`config.mk`:
```
export PLATFORM = sky130hd
export DESIGN_NAME = if_id_skid_reg
export DESIGN_NICKNAME = d
export VERILOG_FILES = /design/src/rtl/if_id_skid_reg.sv
export SDC_FILE = /design/constraint.sdc
export NUM_CORES = 1
export LEC_CHECK = 0
export ABC_AREA = 1
export BUFFER_PORTS_ARGS = -buffer_cell sky130_fd_sc_hd__buf_2
export CORE_MARGIN = 3
export CORE_UTILIZATION = 52
export CTS_CLUSTER_DIAMETER = 200
export DETAILED_ROUTE_END_ITERATION = 8
export PLACE_DENSITY = 0.83
export REMOVE_ABC_BUFFERS = 1
export SLEW_MARGIN = 25
export SYNTH_ARGS = -nofsm -noshare
export SYNTH_HDL_FRONTEND = slang
export SYNTH_SLANG_ARGS = --single-unit
export TNS_END_PERCENT = 1
```
`constraint.sdc`:
```
create_clock -name clk -period 5.15 [get_ports clk]
set_input_delay 0.515 -clock clk [delete_from_list [all_inputs] [get_ports clk]]
set_output_delay 0.515 -clock clk [all_outputs]
set_load 0.005 [all_outputs]
```
`src/rtl/if_id_skid_reg.sv`:
```
// IF/ID boundary: two-entry skid buffer with decoded head fields for ID.
// Define IFID_PERF_CNT_EN to add the id_stall_cnt / id_bubble_cnt counters.
module if_id_skid_reg #(
    parameter int          DEPTH      = 2,
    parameter logic [31:0] RESET_INST = 32'h0000_0000
) (
    input  logic        clk,
    input  logic        rst,
    input  logic        if_valid,
    output logic        if_ready,
    input  logic [31:0] if_pc,
    input  logic [31:0] if_inst,
    input  logic        id_stall,
    input  logic        flush,
    output logic        id_valid,
    output logic [31:0] id_pc,
    output logic [31:0] id_inst,
    output logic [5:0]  id_op,
    output logic [4:0]  id_rs,
    output logic [4:0]  id_rt,
    output logic [4:0]  id_rd,
    output logic [15:0] id_imm16,
    output logic        id_ext_s
`ifdef IFID_PERF_CNT_EN
    ,
    output logic [31:0] id_stall_cnt,
    output logic [31:0] id_bubble_cnt
`endif
);

    logic [31:0] pc_q   [DEPTH];
    logic [31:0] inst_q [DEPTH];
    logic        head_q;
    logic [1:0]  count_q;
    logic        tail;
    logic        push;
    logic        pop;

    // Ready looks only at registered count, keeping id_stall off the IF path.
    assign if_ready = (count_q != 2'd2);
    assign id_valid = (count_q != 2'd0);
    assign push     = if_valid & if_ready;
    assign pop      = id_valid & ~id_stall;
    assign tail     = head_q ^ count_q[0];

    always_ff @(posedge clk or posedge rst) begin
        if (rst) begin
            head_q  <= 1'b0;
            count_q <= 2'd0;
            for (int i = 0; i < DEPTH; i++) begin
                pc_q[i]   <= 32'h0;
                inst_q[i] <= RESET_INST;
            end
        end else if (flush) begin
            head_q  <= 1'b0;
            count_q <= 2'd0;
        end else begin
            if (push) begin
                pc_q[tail]   <= if_pc;
                inst_q[tail] <= if_inst;
            end
            if (pop) begin
                head_q <= ~head_q;
            end
            case ({push, pop})
                2'b10:   count_q <= count_q + 2'd1;
                2'b01:   count_q <= count_q - 2'd1;
                default: count_q <= count_q;
            endcase
        end
    end

    assign id_pc    = pc_q[head_q];
    assign id_inst  = inst_q[head_q];
    assign id_op    = id_inst[31:26];
    assign id_rs    = id_inst[25:21];
    assign id_rt    = id_inst[20:16];
    assign id_rd    = id_inst[15:11];
    assign id_imm16 = id_inst[15:0];

    // Logical immediates are zero-extended; everything else sign-extends.
    always_comb begin
        id_ext_s = 1'b1;
        case (id_op)
            6'h0C, 6'h0D, 6'h0E: id_ext_s = 1'b0;
            default:             id_ext_s = 1'b1;
        endcase
    end

`ifdef IFID_PERF_CNT_EN
    // Cleared only by rst; flush leaves the statistics intact.
    always_ff @(posedge clk or posedge rst) begin
        if (rst) begin
            id_stall_cnt  <= 32'h0;
            id_bubble_cnt <= 32'h0;
        end else begin
            if (id_valid && id_stall) begin
                id_stall_cnt <= id_stall_cnt + 32'h1;
            end
            if (!id_valid) begin
                id_bubble_cnt <= id_bubble_cnt + 32'h1;
            end
        end
    end
`else
    // Counters absent in this build.
`endif

endmodule
```
==> flow_summary.toml, run 1 <==
[outcome]
outcome = "complete, no violations"

[placed_design]
hpwl_mm = 8.44
place_congestion = 0.790
port-buffer-count = 172
place_ws_ns = 2.38

[floorplan]
coreArea_um2 = 11500
std_cell_rows = 39
die-area_um2 = 13100
die_x_um = 115
die_h_um = 115
start_util = 0.535
ioPinCount = 173

[setup_path]
path_max_fanout = 68
worstSetupStartpointType = "flop"
worstPathArrival_ns = 2.65
required_ns = 4.64
crit_type = "reg2out"
timing.critical_path.to_type = "output pin"

[synthesis]
syn_area_per_cell_um2 = 8.08
yosysTopAreaCell = "dfrtp_1"
synth_area_leaders = "dfrtp_1 53%, o21ai_0 15%, nand2_1 12%"
synth_top_family_by_area = "buffers and inverters"
ys_types = 18
synth_compound_area_frac = 0.161
synth_mux_area_frac = 0
yosys.cell_count.top_type = "nand2_1"
yosysWarningCount = 0
ys_seq_elements = 131
ys_async_sr_fraction = 1.00
syn_inst = 760
synth_edf_count = 0
synth-simple-area-share = 0.135
yosys.area.top_type_share = 0.534
syn_area_um2 = 6140
synthXorXnorAreaFrac = 0.00285
ys_seq_area_frac = 0.534
synth_fa_ha_area_frac = 0
synth_commonest_cells = "201 x nand2_1, 190 x o21ai_0, 135 x inv_1"
ys.flop_type = "dfrtp_1"

[global_routing]
grt_max_degree = 129
grt_usage = 0.200
antenna_found_initial = 0
grt_pass1_vias = 4496
grt_pass1_wl_mm = 20.8
gr-total-overflow = 0

[timing]
finalCriticalPeriod_ns = 3.16
skew_ns = 0.00655
slew_headroom = 0.411
hold_viol_final = 0
setup-violations-final = 0
rsz0062_at_grt = "no"
max_slew.worst_pin.slew_ns = 0.884
fin_ws_ns = 1.99
post-route-period-util = 0.614
slew_viol_final = 0
fmax_ghz = 0.316

[job]
max-cap-violations = 0

[detailed_routing]
finalWirelength_mm = 12.7
firstDrtPassIters = 5
vias = 4944
avgRoutedWirePerCell_um = 12.4
drc = 0
vias_per_cell = 4.81
antenna_left = 0
drt_iter0_drc = 402

[clock_tree]
post_cts_buffers = 0
cts_buffer_depth = 2
postCtsHoldBufs = 0
cts_sinks = 131
cts_root_buf = "clkbuf_16"
post_cts_resized = 0
cts_tree = "built"
numCtsBuffers = 17
clkTransAtPathRegs_ns = 0.05
h-tree-depth = 4
clock_latency_ns = 0.41

[layout]
multi_input_area_um2 = 1840
fin_util = 0.630
area_growth_pct = 17.7
diodes = 0
fill_cells = 1014
seqCellArea_um2 = 3280
layout-drive-gt1-share = 0.233
nets = 946

[power]
p_leak_nw = 3.69
ir_drop_uv = 317
power_density_nw_per_um2 = 576

[min_path]
worst_hold_path_type = "in2async"
state kept, by name (all words and copies together), names as in the netlist:
register / count
count_q: 2
head_q: 1
inst_q: 64
pc_q: 64
power breakdown:
part / internal [W] / leakage [nW] / total (W) / switching, W
clock: 0.000624 / 0.236 / 0.00101 / 0.000385
sequential: 0.00152 / 1.61 / 0.00174 / 0.000222
combinational: 0.000604 / 1.84 / 0.00141 / 0.000810
placed cells by master, fill, tap and decap left out:
master and count:
o21ai_1 4, buf_4 5, nor3_4 1, nor2_1 4, dfrtp_4 1, and2_4 1, o21ai_0 190, clkbuf_8 2
inv_4 1, clkinv_2 1, nand2_2 2, buf_2 172, nand2_1 201, buf_12 1, nand4_1 4, dfrtp_1 130
a21oi_1 3, inv_1 134, inv_2 1, clkbuf_1 7, buf_8 1, clkbuf_16 17, xor2_1 2
final timing paths:
path                                           start                   end  slack, ns  depth (start not counted)
max in group asynchronous                        rst    head_q$_DFFE_PP0P_       3.71                          3
min in group clk                           if_pc[21]  pc_q[53]$_DFFE_PP0P_       0.32                          3
worst max register to register    head_q$_DFFE_PP0P_  pc_q[40]$_DFFE_PP0P_       2.84                          4
worst min register to register  pc_q[63]$_DFFE_PP0P_  pc_q[63]$_DFFE_PP0P_       0.51                          2
worst min-delay path                             rst  pc_q[53]$_DFFE_PP0P_       0.29                          2
worst max-delay path              head_q$_DFFE_PP0P_              id_ext_s       1.99                          5
per-layer routing:
metal  GRT usage  routed length, µm  share of wire
met5           0                  0              0
met4      0.0942                302          0.024
met2       0.311               6030           0.47
met3      0.0502                737          0.058
met1       0.263               5660           0.44
worst max-delay path, stage by stage (launching register included):
cell     delay, ns
dfrtp_4       0.79
buf_4         0.60
o21ai_0       0.38
nor2_1        0.19
nand4_1       0.10
buf_2         0.14
cell families after synthesis:
family | count (synthesis)
xor+xnor | 2
buf+inv | 217
flops | 131
simple gates | 213
compound gates | 197
metrics by stage:
step	area, µm²	instances	TNS [ns]	power [W]	hold slack [ns]
after floorplan	5620	679	-42.64	0.00249	0.483
after detailed placement	6710	999	0	0.00317	0.505
final	7230	1028	0	0.00416	0.294
after CTS	7190	1026	0	0.00421	0.305
after global placement	6710	999	0	0.00310	0.494
after global routing	7230	1028	0	0.00452	0.314
cell type report:
| type | count | share of cell area |
|---|---|---|
| clock buffers | 26 | 0.0663 |
| clock inverters | 1 | 0.000693 |
| inverters | 136 | 0.0710 |
| multi-input cells | 412 | 0.254 |
| flip-flops and latches | 131 | 0.454 |
| well taps | 143 | 0.0248 |
| repair buffers | 179 | 0.129 |
Power figures use the tool's default switching activity.
==> run 2, diff against run 1 <==
Settings changed: ABC_AREA 1 to 0.
Clock period 5.15 ns to 3.2 ns, I/O delays scaled along.
==> flow_summary.toml, run 2 <==
[detailed_routing]
vias = 3821
firstDrtPassIters = 5
drt_iter0_drc = 172
finalWirelength_mm = 12.2
vias_per_cell = 5.31
drc = 0
antenna_left = 0
avgRoutedWirePerCell_um = 17.0

[synthesis]
ys_seq_area_frac = 0.538
yosys.area.top_type_share = 0.538
synth_area_leaders = "dfrtp_1 54%, mux2_2 31%, buf_4 5.1%"
syn_area_um2 = 6090
ys_async_sr_fraction = 1.00
yosys.cell_count.top_type = "mux2_2"
synth_edf_count = 0
syn_area_per_cell_um2 = 14.1
ys_seq_elements = 131
yosysWarningCount = 0
synth_commonest_cells = "166 x mux2_2, 131 x dfrtp_1, 41 x buf_4"
yosysTopAreaCell = "dfrtp_1"
ys.flop_type = "dfrtp_1"
syn_inst = 431
ys_types = 28

[setup_path]
worstSetupStartpointType = "flop"
required_ns = 2.88
cpPeakStageDelay_ns = 0.71
rr_endpoint = "inst_q[20]$_DFFE_PP0P_"
path_max_fanout = 46
reg2reg_from = "head_q$_DFFE_PP0P_"
reg2reg_depth = 4
cpLargestDelayFamily = "flip-flops"
cp_num_buf_inv = 2
crit_slowest_cell = "dfrtp_2"
ff2ff_setup_slack_ns = 0.86
crit_start = "head_q$_DFFE_PP0P_"
crit_type = "reg2out"
crit_path_cell_trace = "buf_4 -> mux2_2 -> nand4_1 -> buf_2"
worstPathArrival_ns = 2.40
timing.critical_path.to_type = "output pin"

[job]
max-cap-violations = 0

[timing]
whs_ns = 0.0516
fmax_ghz = 0.368
max_slew.worst_pin.slew_ns = 0.747
setup-violations-final = 0
post-route-period-util = 0.849
hold_viol_final = 0
slew_headroom = 0.502
slew_viol_final = 0
fin_ws_ns = 0.483
rsz0062_at_grt = "no"
finalCriticalPeriod_ns = 2.72
skew_ns = 0.00555

[clock_tree]
cts_tree = "built"
post_cts_buffers = 0
clock_latency_ns = 0.41
numCtsBuffers = 17
cts_buffer_depth = 2
h-tree-depth = 4
post_cts_resized = 0
cts_root_buf = "clkbuf_16"
clkTransAtPathRegs_ns = 0.05
cts_sinks = 131
postCtsHoldBufs = 0

[layout]
area_growth_pct = 20.2
fin_util = 0.659
reg.largest.list = "inst_q x64, pc_q x64, count_q x2"
final_cells = 720
layout-drive-gt1-share = 0.646
layout_common_cells = "172 x buf_2, 166 x mux2_2, 130 x dfrtp_1, 20 x mux2_1, 17 x clkbuf_16"
final_common_cell = "buf_2"
nets = 637

[floorplan]
die_h_um = 114
std_cell_rows = 38
coreArea_um2 = 11100
ioPinCount = 173
die_x_um = 114
die-area_um2 = 13100
start_util = 0.548

[global_routing]
grt_pass1_wl_mm = 20.0
grt_pass1_vias = 4013
antenna_found_initial = 0
gr-total-overflow = 0
grt_max_degree = 73
grt_usage = 0.197

[placed_design]
dp.cells = 689
port-buffer-count = 172
place_congestion = 0.820
hpwl_mm = 8.40
place_ws_ns = 0.845

[outcome]
outcome = "complete, no violations"

[min_path]
worst_hold_path_type = "in2async"

[power]
p_leak_nw = 3.39
ir_drop_uv = 499
power_density_nw_per_um2 = 745
## run 2: cell count changes in the layout (fill, tap and decap cells not counted), moves of 3 or more
cell and change:
clkbuf_1 -3, clkinv_2 +4, inv_1 -132, mux2_1 +20, mux2_2 +166, nand2_1 -192
nand2b_1 +3, nand3_1 +14, nand4_1 -3, o211ai_1 +6, o21ai_0 -189, o21ai_1 -4
## run 2: cell families after synthesis
| group | Yosys count | share of synthesized area |
|---|---|---|
| multiplexers | 186 | 0.344 |
| flip-flops | 131 | 0.538 |
| buffers and inverters | 63 | 0.0692 |
| AND/OR/NAND/NOR | 38 | 0.0327 |
| AO/OA/AOI/OAI | 13 | 0.0164 |
## run 2: area by class of cell
type                       instances  area [µm²]
antenna                            1        2.50
multi-input combinational        237        2400
sequential                       131        3280
clock inverter                     6        55.1
inverter                           3        13.8
timing repair buffer             178         918
clock buffer                      24         482
fill                             836        3800
tap                              140         175
## run 2: how the worst max path moves through the flow
| stage | to | cells past startpoint |
|---|---|---|
| 2_1_floorplan | inst_q[32]$_DFFE_PP0P_ | 3 |
| 3_3_place_gp | inst_q[4]$_DFFE_PP0P_ | 4 |
| 3_5_place_dp | inst_q[20]$_DFFE_PP0P_ | 4 |
| 4_1_cts | id_ext_s | 4 |
| 5_1_grt | id_ext_s | 4 |
| 6_report | id_ext_s | 4 |
## run 2: report_power, final
part / leakage, nW / internal (W) / total, W / switching [W]
combinational: 1.59 / 0.000815 / 0.00135 / 0.000534
clock: 0.269 / 0.00111 / 0.00176 / 0.000648
sequential: 1.54 / 0.00212 / 0.00235 / 0.000233
total: 3.39 / 0.00404 / 0.00546 / 0.00141
## run 2: per-stage QoR
step / TNS, ns / instance area (µm²) / total power [W]
after floorplan: -180.61 / 5680 / 0.00313
after global placement: 0 / 6790 / 0.00365
after detailed placement: 0 / 6790 / 0.00374
after CTS: 0 / 7320 / 0.00552
after global routing: 0 / 7320 / 0.00578
final: 0 / 7330 / 0.00546
## run 2: worst register-to-register path, stage by stage, from the launching register on
cell and delay [ns]:
dfrtp_2 0.71, or3b_1 0.55, a21oi_4 0.17, buf_4 0.39
mux2_2 0.41
## run 2: layer usage
metal,track usage,wire length [µm]
met3,0.0587,808
met1,0.249,5110
met2,0.325,6090
met5,0,0
met4,0.0681,211
